`config.mk`:
```
export PLATFORM = sky130hd
export DESIGN_NAME = color_bounce_engine_flat
export DESIGN_NICKNAME = d
export VERILOG_FILES = /design/src/rtl/color_bounce_engine_pkg.sv /design/src/rtl/color_bounce_engine_if.sv /design/src/rtl/color_bounce_engine_picker.sv /design/src/rtl/color_bounce_engine.sv /design/src/flat_wrapper.sv
export SDC_FILE = /design/constraint.sdc
export NUM_CORES = 1
export LEC_CHECK = 0
export BUFFER_PORTS_ARGS = -buffer_cell sky130_fd_sc_hd__buf_2
export CORE_UTILIZATION = 49
export CTS_CLUSTER_DIAMETER = 50
export DETAILED_ROUTE_END_ITERATION = 10
export HOLD_SLACK_MARGIN = 0.03
export PLACE_DENSITY = 0.72
export REMOVE_ABC_BUFFERS = 1
export SLEW_MARGIN = 20
export SYNTH_ARGS = -nofsm -noshare
export SYNTH_HDL_FRONTEND = slang
export SYNTH_SLANG_ARGS = --single-unit
export TNS_END_PERCENT = 100
```
`constraint.sdc`:
```
create_clock -name clk -period 13.2 [get_ports clk]
set_clock_uncertainty 0.15 [all_clocks]
set_input_delay 2.64 -clock clk [delete_from_list [all_inputs] [get_ports clk]]
set_output_delay 2.64 -clock clk [all_outputs]
set_load 0.02 [all_outputs]
```
`src/rtl/color_bounce_engine_pkg.sv`:
```
// Shared definitions for the colour-bounce engine: game state encoding,
// colour-generator LFSR taps and score width.
package color_bounce_engine_pkg;

  typedef enum logic [1:0] {
    ST_IDLE = 2'd0,
    ST_FALL = 2'd1,
    ST_RISE = 2'd2,
    ST_OVER = 2'd3
  } state_e;

  // Galois form of x^16 + x^14 + x^13 + x^11 + 1, shifting right.
  localparam logic [15:0] LFSR_TAPS = 16'hB400;
  localparam int          SCORE_W   = 16;

  function automatic logic [15:0] lfsr_step(input logic [15:0] v);
    return {1'b0, v[15:1]} ^ (v[0] ? LFSR_TAPS : 16'h0000);
  endfunction

endpackage

```
`src/rtl/color_bounce_engine_if.sv`:
```
// Game-step bus between the controller (master) and the bounce engine (slave).
interface color_bounce_engine_if #(
  parameter int NUM_PLATS = 4,
  parameter int POS_W     = 8,
  parameter int COLOR_W   = 3
);
  logic                                           tick;
  logic                                           start;
  logic [NUM_PLATS-1:0]                           keys;
  logic [NUM_PLATS*POS_W-1:0]                     plat_pos;
  logic [POS_W-1:0]                               ball_pos;
  logic [POS_W-1:0]                               prev_ball;
  logic [COLOR_W-1:0]                             ball_color;
  logic [NUM_PLATS*COLOR_W-1:0]                   plat_colors;
  logic [color_bounce_engine_pkg::SCORE_W-1:0]    score;
  logic [color_bounce_engine_pkg::SCORE_W-1:0]    high_score;
  logic                                           gameover;
  logic                                           hit;
  logic                                           miss;

  modport slave (
    input  tick, start, keys, plat_pos,
    output ball_pos, prev_ball, ball_color, plat_colors,
           score, high_score, gameover, hit, miss
  );

  modport master (
    output tick, start, keys, plat_pos,
    input  ball_pos, prev_ball, ball_color, plat_colors,
           score, high_score, gameover, hit, miss
  );
endinterface

```
`src/rtl/color_bounce_engine_picker.sv`:
```
// Free-running colour LFSR; exposes a full set of platform colours and the
// index of the platform whose colour the ball must take.
module color_lfsr_picker
  import color_bounce_engine_pkg::*;
#(
  parameter int          NUM_PLATS = 4,
  parameter int          COLOR_W   = 3,
  parameter logic [15:0] LFSR_SEED = 16'hACE1,
  parameter int          IDX_W     = (NUM_PLATS > 1) ? $clog2(NUM_PLATS) : 1
) (
  input  logic                         clk,
  input  logic                         reset,
  output logic [NUM_PLATS*COLOR_W-1:0] draw_colors_o,
  output logic [IDX_W-1:0]             target_idx_o
);

  logic [15:0] lfsr_q;
  logic [15:0] lfsr_d;

  // Next LFSR value; draws wider than 16 bits wrap around the register.
  always_comb begin
    lfsr_d        = lfsr_step(lfsr_q);
    draw_colors_o = '0;
    for (int i = 0; i < NUM_PLATS * COLOR_W; i++) begin
      draw_colors_o[i] = lfsr_q[i % 16];
    end
    target_idx_o = IDX_W'(32'(lfsr_q) % NUM_PLATS);
  end

  // LFSR register, advancing every clock.
  always_ff @(posedge clk) begin
    if (reset) begin
      lfsr_q <= LFSR_SEED;
    end else begin
      lfsr_q <= lfsr_d;
    end
  end

endmodule

```
`src/rtl/color_bounce_engine.sv`:
```
// Ball/platform game engine: key edge capture, game FSM, hit detection,
// scoring and colour shuffling. Every output is registered.
module color_bounce_engine
  import color_bounce_engine_pkg::*;
#(
  parameter int          NUM_PLATS    = 4,
  parameter int          POS_W        = 8,
  parameter int          COLOR_W      = 3,
  parameter int          BOUNCE_STEPS = 65,
  parameter int          HIT_WINDOW   = 4,
  parameter int          FLOOR_Y      = 160,
  parameter int          START_Y      = 0,
  parameter int          MISS_KILLS   = 0,
  parameter logic [15:0] LFSR_SEED    = 16'hACE1
) (
  input  logic                  clk,
  input  logic                  reset,
  color_bounce_engine_if.slave  bus
);

  localparam int IDX_W = (NUM_PLATS > 1) ? $clog2(NUM_PLATS) : 1;
  localparam int UPC_W = $clog2(BOUNCE_STEPS + 1);
  localparam int CV_W  = NUM_PLATS * COLOR_W;

  localparam logic [POS_W-1:0] START_POS  = POS_W'(START_Y);
  localparam logic [POS_W:0]   HIT_EXT    = (POS_W+1)'(HIT_WINDOW);
  localparam logic [POS_W:0]   FLOOR_EXT  = (POS_W+1)'(FLOOR_Y);
  localparam logic [UPC_W-1:0] UPC_RELOAD = UPC_W'(BOUNCE_STEPS - 1);

  function automatic logic [CV_W-1:0] init_colors();
    logic [CV_W-1:0] v;
    v = '0;
    for (int i = 0; i < NUM_PLATS; i++) begin
      v[i*COLOR_W +: COLOR_W] = COLOR_W'(i);
    end
    return v;
  endfunction

  localparam logic [CV_W-1:0] INIT_COLORS = init_colors();

  state_e                 state_q, state_d;
  logic [POS_W-1:0]       ball_q, ball_d, prev_q, prev_d;
  logic [COLOR_W-1:0]     bcolor_q, bcolor_d;
  logic [CV_W-1:0]        pcolors_q, pcolors_d;
  logic [SCORE_W-1:0]     score_q, score_d, high_q, high_d;
  logic                   over_q, over_d, hit_q, hit_d, miss_q, miss_d;
  logic [UPC_W-1:0]       upc_q, upc_d;
  logic [NUM_PLATS-1:0]   keys_q, keys_d, latch_q, latch_d;

  logic [CV_W-1:0]        draw_colors_s;
  logic [IDX_W-1:0]       target_idx_s;
  logic [COLOR_W-1:0]     target_color_s;
  logic [NUM_PLATS-1:0]   press_s;
  logic [IDX_W-1:0]       press_idx_s;
  logic [POS_W-1:0]       plat_sel_s;
  logic                   in_window_s, hit_cond_s, fail_s, loss_s;
  logic [POS_W:0]         fall_pos_s;
  logic [POS_W-1:0]       rise_pos_s;
  logic [SCORE_W-1:0]     score_inc_s, high_max_s;

  color_lfsr_picker #(
    .NUM_PLATS (NUM_PLATS),
    .COLOR_W   (COLOR_W),
    .LFSR_SEED (LFSR_SEED),
    .IDX_W     (IDX_W)
  ) u_picker (
    .clk           (clk),
    .reset         (reset),
    .draw_colors_o (draw_colors_s),
    .target_idx_o  (target_idx_s)
  );

  // Press decode, window test and step arithmetic for the current tick.
  always_comb begin
    target_color_s = draw_colors_s[target_idx_s*COLOR_W +: COLOR_W];
    press_s        = keys_q & ~bus.keys;
    press_idx_s    = '0;
    for (int i = 0; i < NUM_PLATS; i++) begin
      if (latch_q[i]) begin
        press_idx_s = IDX_W'(i);
      end else begin
        press_idx_s = press_idx_s;
      end
    end
    plat_sel_s  = bus.plat_pos[press_idx_s*POS_W +: POS_W];
    in_window_s = ({1'b0, plat_sel_s} >= {1'b0, ball_q}) &&
                  ({1'b0, plat_sel_s} <= ({1'b0, ball_q} + HIT_EXT));
    hit_cond_s  = $onehot(latch_q) && in_window_s &&
                  (bcolor_q == pcolors_q[press_idx_s*COLOR_W +: COLOR_W]);
    fail_s      = (latch_q != '0) && !hit_cond_s;
    fall_pos_s  = {1'b0, ball_q} + {{POS_W{1'b0}}, 1'b1};
    loss_s      = (fall_pos_s >= FLOOR_EXT);
    rise_pos_s  = (ball_q == '0) ? '0 : (ball_q - {{(POS_W-1){1'b0}}, 1'b1});
    score_inc_s = (score_q == 16'hFFFF) ? score_q : (score_q + 16'd1);
    high_max_s  = (score_q > high_q) ? score_q : high_q;
  end

  // Game FSM next-state and datapath updates.
  always_comb begin
    state_d   = state_q;
    ball_d    = ball_q;
    prev_d    = prev_q;
    bcolor_d  = bcolor_q;
    pcolors_d = pcolors_q;
    score_d   = score_q;
    high_d    = high_q;
    over_d    = over_q;
    upc_d     = upc_q;
    hit_d     = 1'b0;
    miss_d    = 1'b0;
    keys_d    = bus.keys;
    // A press on the tick cycle itself belongs to the next window.
    latch_d   = bus.tick ? press_s : (latch_q | press_s);

    case (state_q)
      ST_IDLE, ST_OVER: begin
        if (bus.start) begin
          state_d   = ST_FALL;
          ball_d    = START_POS;
          prev_d    = START_POS;
          score_d   = '0;
          pcolors_d = draw_colors_s;
          bcolor_d  = target_color_s;
          latch_d   = '0;
          over_d    = 1'b0;
        end else begin
          state_d = state_q;
        end
      end
      ST_FALL: begin
        if (bus.tick) begin
          prev_d = ball_q;
          if (loss_s) begin
            ball_d  = fall_pos_s[POS_W-1:0];
            miss_d  = fail_s;
            state_d = ST_OVER;
            over_d  = 1'b1;
            high_d  = high_max_s;
          end else if (hit_cond_s) begin
            ball_d    = rise_pos_s;
            upc_d     = UPC_RELOAD;
            score_d   = score_inc_s;
            pcolors_d = draw_colors_s;
            bcolor_d  = target_color_s;
            hit_d     = 1'b1;
            state_d   = ST_RISE;
          end else begin
            ball_d = fall_pos_s[POS_W-1:0];
            miss_d = fail_s;
            if (fail_s && (MISS_KILLS != 0)) begin
              state_d = ST_OVER;
              over_d  = 1'b1;
              high_d  = high_max_s;
            end else begin
              state_d = ST_FALL;
            end
          end
        end else begin
          state_d = ST_FALL;
        end
      end
      ST_RISE: begin
        if (bus.tick) begin
          prev_d = ball_q;
          ball_d = rise_pos_s;
          if (upc_q == '0) begin
            state_d = ST_FALL;
          end else begin
            upc_d = upc_q - {{(UPC_W-1){1'b0}}, 1'b1};
          end
        end else begin
          state_d = ST_RISE;
        end
      end
      default: begin
        state_d = ST_IDLE;
      end
    endcase
  end

  // State and output registers.
  always_ff @(posedge clk) begin
    if (reset) begin
      state_q   <= ST_IDLE;
      ball_q    <= START_POS;
      prev_q    <= START_POS;
      bcolor_q  <= INIT_COLORS[COLOR_W-1:0];
      pcolors_q <= INIT_COLORS;
      score_q   <= '0;
      high_q    <= '0;
      over_q    <= 1'b0;
      hit_q     <= 1'b0;
      miss_q    <= 1'b0;
      upc_q     <= '0;
      keys_q    <= '1;
      latch_q   <= '0;
    end else begin
      state_q   <= state_d;
      ball_q    <= ball_d;
      prev_q    <= prev_d;
      bcolor_q  <= bcolor_d;
      pcolors_q <= pcolors_d;
      score_q   <= score_d;
      high_q    <= high_d;
      over_q    <= over_d;
      hit_q     <= hit_d;
      miss_q    <= miss_d;
      upc_q     <= upc_d;
      keys_q    <= keys_d;
      latch_q   <= latch_d;
    end
  end

  assign bus.ball_pos    = ball_q;
  assign bus.prev_ball   = prev_q;
  assign bus.ball_color  = bcolor_q;
  assign bus.plat_colors = pcolors_q;
  assign bus.score       = score_q;
  assign bus.high_score  = high_q;
  assign bus.gameover    = over_q;
  assign bus.hit         = hit_q;
  assign bus.miss        = miss_q;

endmodule
```
`src/flat_wrapper.sv`:
```
// flat-port wrapper written by rule: the top's interface ports become plain ports
module color_bounce_engine_flat import color_bounce_engine_pkg::*;
#(
  parameter int          NUM_PLATS    = 4,
  parameter int          POS_W        = 8,
  parameter int          COLOR_W      = 3,
  parameter int          BOUNCE_STEPS = 65,
  parameter int          HIT_WINDOW   = 4,
  parameter int          FLOOR_Y      = 160,
  parameter int          START_Y      = 0,
  parameter int          MISS_KILLS   = 0,
  parameter logic [15:0] LFSR_SEED    = 16'hACE1
)
  (clk, reset, bus_tick, bus_start, bus_keys, bus_plat_pos, bus_ball_pos, bus_prev_ball, bus_ball_color, bus_plat_colors, bus_score, bus_high_score, bus_gameover, bus_hit, bus_miss);
  color_bounce_engine_if #(.NUM_PLATS(NUM_PLATS), .POS_W(POS_W), .COLOR_W(COLOR_W)) bus_i ();
  input  logic clk;
  input  logic reset;
  input wire logic [$bits(bus_i.tick)-1:0] bus_tick;
  input wire logic [$bits(bus_i.start)-1:0] bus_start;
  input wire logic [$bits(bus_i.keys)-1:0] bus_keys;
  input wire logic [$bits(bus_i.plat_pos)-1:0] bus_plat_pos;
  output wire logic [$bits(bus_i.ball_pos)-1:0] bus_ball_pos;
  output wire logic [$bits(bus_i.prev_ball)-1:0] bus_prev_ball;
  output wire logic [$bits(bus_i.ball_color)-1:0] bus_ball_color;
  output wire logic [$bits(bus_i.plat_colors)-1:0] bus_plat_colors;
  output wire logic [$bits(bus_i.score)-1:0] bus_score;
  output wire logic [$bits(bus_i.high_score)-1:0] bus_high_score;
  output wire logic [$bits(bus_i.gameover)-1:0] bus_gameover;
  output wire logic [$bits(bus_i.hit)-1:0] bus_hit;
  output wire logic [$bits(bus_i.miss)-1:0] bus_miss;
  assign bus_i.tick = bus_tick;
  assign bus_i.start = bus_start;
  assign bus_i.keys = bus_keys;
  assign bus_i.plat_pos = bus_plat_pos;
  assign bus_ball_pos = bus_i.ball_pos;
  assign bus_prev_ball = bus_i.prev_ball;
  assign bus_ball_color = bus_i.ball_color;
  assign bus_plat_colors = bus_i.plat_colors;
  assign bus_score = bus_i.score;
  assign bus_high_score = bus_i.high_score;
  assign bus_gameover = bus_i.gameover;
  assign bus_hit = bus_i.hit;
  assign bus_miss = bus_i.miss;
  color_bounce_engine #(.NUM_PLATS(NUM_PLATS), .POS_W(POS_W), .COLOR_W(COLOR_W), .BOUNCE_STEPS(BOUNCE_STEPS), .HIT_WINDOW(HIT_WINDOW), .FLOOR_Y(FLOOR_Y), .START_Y(START_Y), .MISS_KILLS(MISS_KILLS), .LFSR_SEED(LFSR_SEED)) u_core (.clk(clk), .reset(reset), .bus(bus_i));
endmodule
```
==> run_results.csv <==
group,metric,value,unit
run_status,status,"finished, final reports clean",
worst_setup_path,cp_data_required_time,13300,ps
clock_tree,cts.clk_slew.worst_paths,80,ps
clock_tree,tritoncts,"built",
worst_setup_path,crit_chain,"buf_2 > mux4_2 > ha_1 > and3_1 > a221o_1 > o211ai_1 > o221ai_2 > o41ai_1 > and2_1 > nor2b_1 > a211o_1",
pwr,power_density,115,nW/µm²
timing,maxSlewViolCount,0,
route,wl_per_cell,16.0,µm
timing,layout_min_cycle_time,6390,ps
logic_synthesis,netlist-cell-type-count,67,
worst_hold_path,min_to,"u_core.u_picker.lfsr_q[11]$_SDFF_PP1_",
global_routing,grt_usage,0.235,
global_routing,antenna_found_initial,0,
clock_tree,cts_setup_buffers,0,
clock_tree,clkLatencyLatePin,350,ps
cells_and_area,final_area,6670,µm²
worst_setup_path,rr_endpoint,"u_core.bus.plat_colors[7]$_SDFFE_PP1P_",
cells_and_area,mostFrequentLayoutCell,"buf_2",
route,drc,0,
cells_and_area,drive_gt1_frac,0.211,
timing,max-slew-margin-rel,0.374,
floorplan,core_area,11500,µm²
worst_setup_path,critPathMaxFanout,21,
logic_synthesis,netlist_area,5780,µm²
timing,rsz0062_at_grt,"false",
worst_hold_path,min_path_cells,1,
cells_and_area,layout.nets,820,
logic_synthesis,synth.yosys.seq_area_share,0.343,
cells_and_area,utilization,0.581,
logic_synthesis,synthFlopType,"dfxtp_1",
timing,hold_violations,0,
floorplan,ioPinCount,106,
timing,tightest_slew,935,ps
worst_hold_path,hold_start,"u_core.u_picker.lfsr_q[12]$_SDFF_PP0_",
clock_tree,clkSinkCount,99,
clock_tree,hold_buffers,0,
worst_setup_path,max_stage_delay,840,ps
worst_setup_path,critPathKind,"in -> reg",
pwr,p_leak,2.96,nW
global_routing,grt_pass1_wl,23900,µm
logic_synthesis,synth_edf_count,0,
clock_tree,cts_root_buffer,"clkbuf_16",
placed_design,portBuffers,105,
pwr,irDropWorstVdd,64.2,µV
route,vias,5163,
worst_setup_path,slowest_stage,"and2_1",
placed_design,dp_hpwl,10400,µm
worst_hold_path,hp-class,"reg -> reg",
pwr,power,0.765,mW
route,drt_iter0_drc,403,
worst_setup_path,r2r_start,"u_core.latch_q[1]$_SDFF_PP0_",
logic_synthesis,ys_ff_latch,99,
timing,max_freq,0.157,GHz
placed_design,gp_congestion,0.881,
cells_and_area,n_antenna_cell,0,
logic_synthesis,synth_cells,650,
route,vias_per_cell,5.86,
cells_and_area,multi_input_area,3440,µm²
route,ant_nets,0,
floorplan,row_count,39,
clock_tree,cts_max_path_buffers,2,
route,dr.pass1.iters,5,
floorplan,initial_utilization,0.504,
worst_setup_path,arrival,6490,ps
global_routing,grt_pass1_vias,5143,
floorplan,die_area,12200,µm²
timing,setup_violations,0,
logic_synthesis,synthArstFlopShare,0,
timing,fin_crit_sh,0.484,
worst_setup_path,r2r_slack,7800,ps
global_routing,gr-total-overflow,0,
logic_synthesis,syn_area_per_cell,8.90,µm²
floorplan,dieWidth,111,µm
logic_synthesis,yosys_warnings,0,
worst_setup_path,crit_path_start_kind,"input pin",
floorplan,die_y,111,µm
placed_design,dp.cells,865,
worst_setup_path,r2r_cells,12,
clock_tree,htree_levels,3,
route,routed_wirelength,14100,µm
cells_and_area,seqCellArea,1980,µm²
clock_tree,cts_resized,0,
cells_and_area,mostFrequentLayoutCells,"105 x buf_2, 99 x dfxtp_1, 61 x nor2_1, 48 x inv_1, 46 x ha_1",
timing,finalSetupTns,0,ps
clock_tree,cts_inserted_buffers,9,
flow_run,cap_viol_max_count,0,
cells_and_area,area_delta_synth_final,15.3,%
placed_design,place_area,6330,µm²
worst_setup_path,endpoint_kind,"flop",
global_routing,grt_max_degree,79,
cells_and_area,stdcell_count,881,
cells_and_area,n_fill_cell,1021,
[synth_stat cells, drive strengths merged (2+ instances only)]
master  instances  area share
dfxtp          99        0.34
nor2           61       0.040
inv            48       0.031
ha             46        0.10
nand2          35       0.023
a21oi          33       0.029
mux2i          33       0.057
o21ai          27       0.023
nor2b          25       0.027
clkbuf         21       0.014
nand3          17       0.016
xnor2          16       0.024
buf            15       0.019
o31ai          13       0.018
a22oi          12       0.016
nand4          11       0.012
or2            10       0.011
a21o            9       0.012
mux4            9       0.035
nor3            9      0.0078
or4             9       0.012
or3             8      0.0087
a31oi           6      0.0065
and3            6      0.0065
nor4            6      0.0076
a211o           5      0.0076
and2            5      0.0054
nand2b          5      0.0054
o22ai           5      0.0054
a211oi          4      0.0052
o21a            4      0.0065
o32ai           4      0.0061
a221oi          3      0.0045
a22o            3      0.0045
and4            3      0.0050
o211ai          3      0.0039
a32o            2      0.0035
mux2            2      0.0039
nand4b          2      0.0056
nor3b           2      0.0026
[per-stage QoR]
step / setup WS [ps] / hold WS (ps)
finish: 6810 / 271
global route: 6480 / 285
CTS: 6800 / 272
detailed placement: 6450 / 258
global placement: 6710 / 249
floorplan: 7140 / 239
[kinds of logic (layout without fill, tap and decap cells)]
kind of cell	after synthesis	count (layout)	share of synthesized area
AND/OR/NAND/NOR	216	216	0.198
AO/OA/AOI/OAI	143	143	0.170
flip-flops	99	99	0.343
buffers and inverters	84	172	0.0638
adder cells (fa/ha/maj)	47	47	0.103
multiplexers	44	44	0.0961
XOR/XNOR	17	17	0.0258
[registers in the layout, summed over array words and instances (netlist names)]
| register | cells |
|---|---|
| u_core.bus.prev_ball | 8 |
| u_core.bus.gameover | 1 |
| u_core.bus.plat_colors | 12 |
| u_core.bus.high_score | 16 |
| u_core.bus.hit | 1 |
| u_core.latch_q | 4 |
| u_core.u_picker.lfsr_q | 16 |
| u_core.state_q | 2 |
| u_core.bus.score | 16 |
| u_core.keys_q | 4 |
| u_core.upc_q | 7 |
| u_core.bus.miss | 1 |
| u_core.bus.ball_pos | 8 |
| u_core.bus.ball_color | 3 |
[layout make-up]
class / instances / share of cell area
Multi-Input combinational cell: 467 / 0.515
Sequential cell: 99 / 0.297
Timing Repair Buffer: 108 / 0.0822
Clock buffer: 9 / 0.0338
Inverter: 48 / 0.0270
Tap cell: 143 / 0.0268
Clock inverter: 7 / 0.0175
[worst max-delay path, delay by kind of cell]
family / cells / cell delay [ps]
fa+ha+maj: 1 / 320
mux: 1 / 480
simple gates: 3 / 1180
buf+inv: 1 / 100
compound gates: 5 / 1770
[worst max path at each step]
stage | start | to | slack [ps] | cells past startpoint
floorplan | bus_plat_pos[7] | u_core.bus.plat_colors[10]$_SDFFE_PP1P_ | 7140 | 10
global placement | bus_plat_pos[15] | u_core.bus.plat_colors[3]$_SDFFE_PP1P_ | 6710 | 11
detailed placement | bus_plat_pos[15] | u_core.bus.plat_colors[7]$_SDFFE_PP1P_ | 6450 | 11
CTS | bus_plat_pos[15] | u_core.bus.plat_colors[7]$_SDFFE_PP1P_ | 6800 | 11
global route | bus_plat_pos[7] | u_core.bus.plat_colors[9]$_SDFFE_PP1P_ | 6480 | 11
finish | bus_plat_pos[15] | u_core.bus.plat_colors[7]$_SDFFE_PP1P_ | 6810 | 11
[per-layer routing]
layer	global-route usage	routed length (µm)	vias to the layer above
met1	0.293	6090	2433
met3	0.0362	777	29
li1	-	-	2499
met4	0.0916	326	0
met2	0.406	6890	202
met5	0	0	-
[power breakdown]
group,total [mW],switching [mW],internal [mW],leakage (nW)
Combinational,0.140,0.0819,0.0579,1.99
Sequential,0.322,0.0112,0.311,0.807
Clock,0.303,0.131,0.172,0.167
Total,0.765,0.224,0.541,2.96
(Power assumes the default switching activity.)
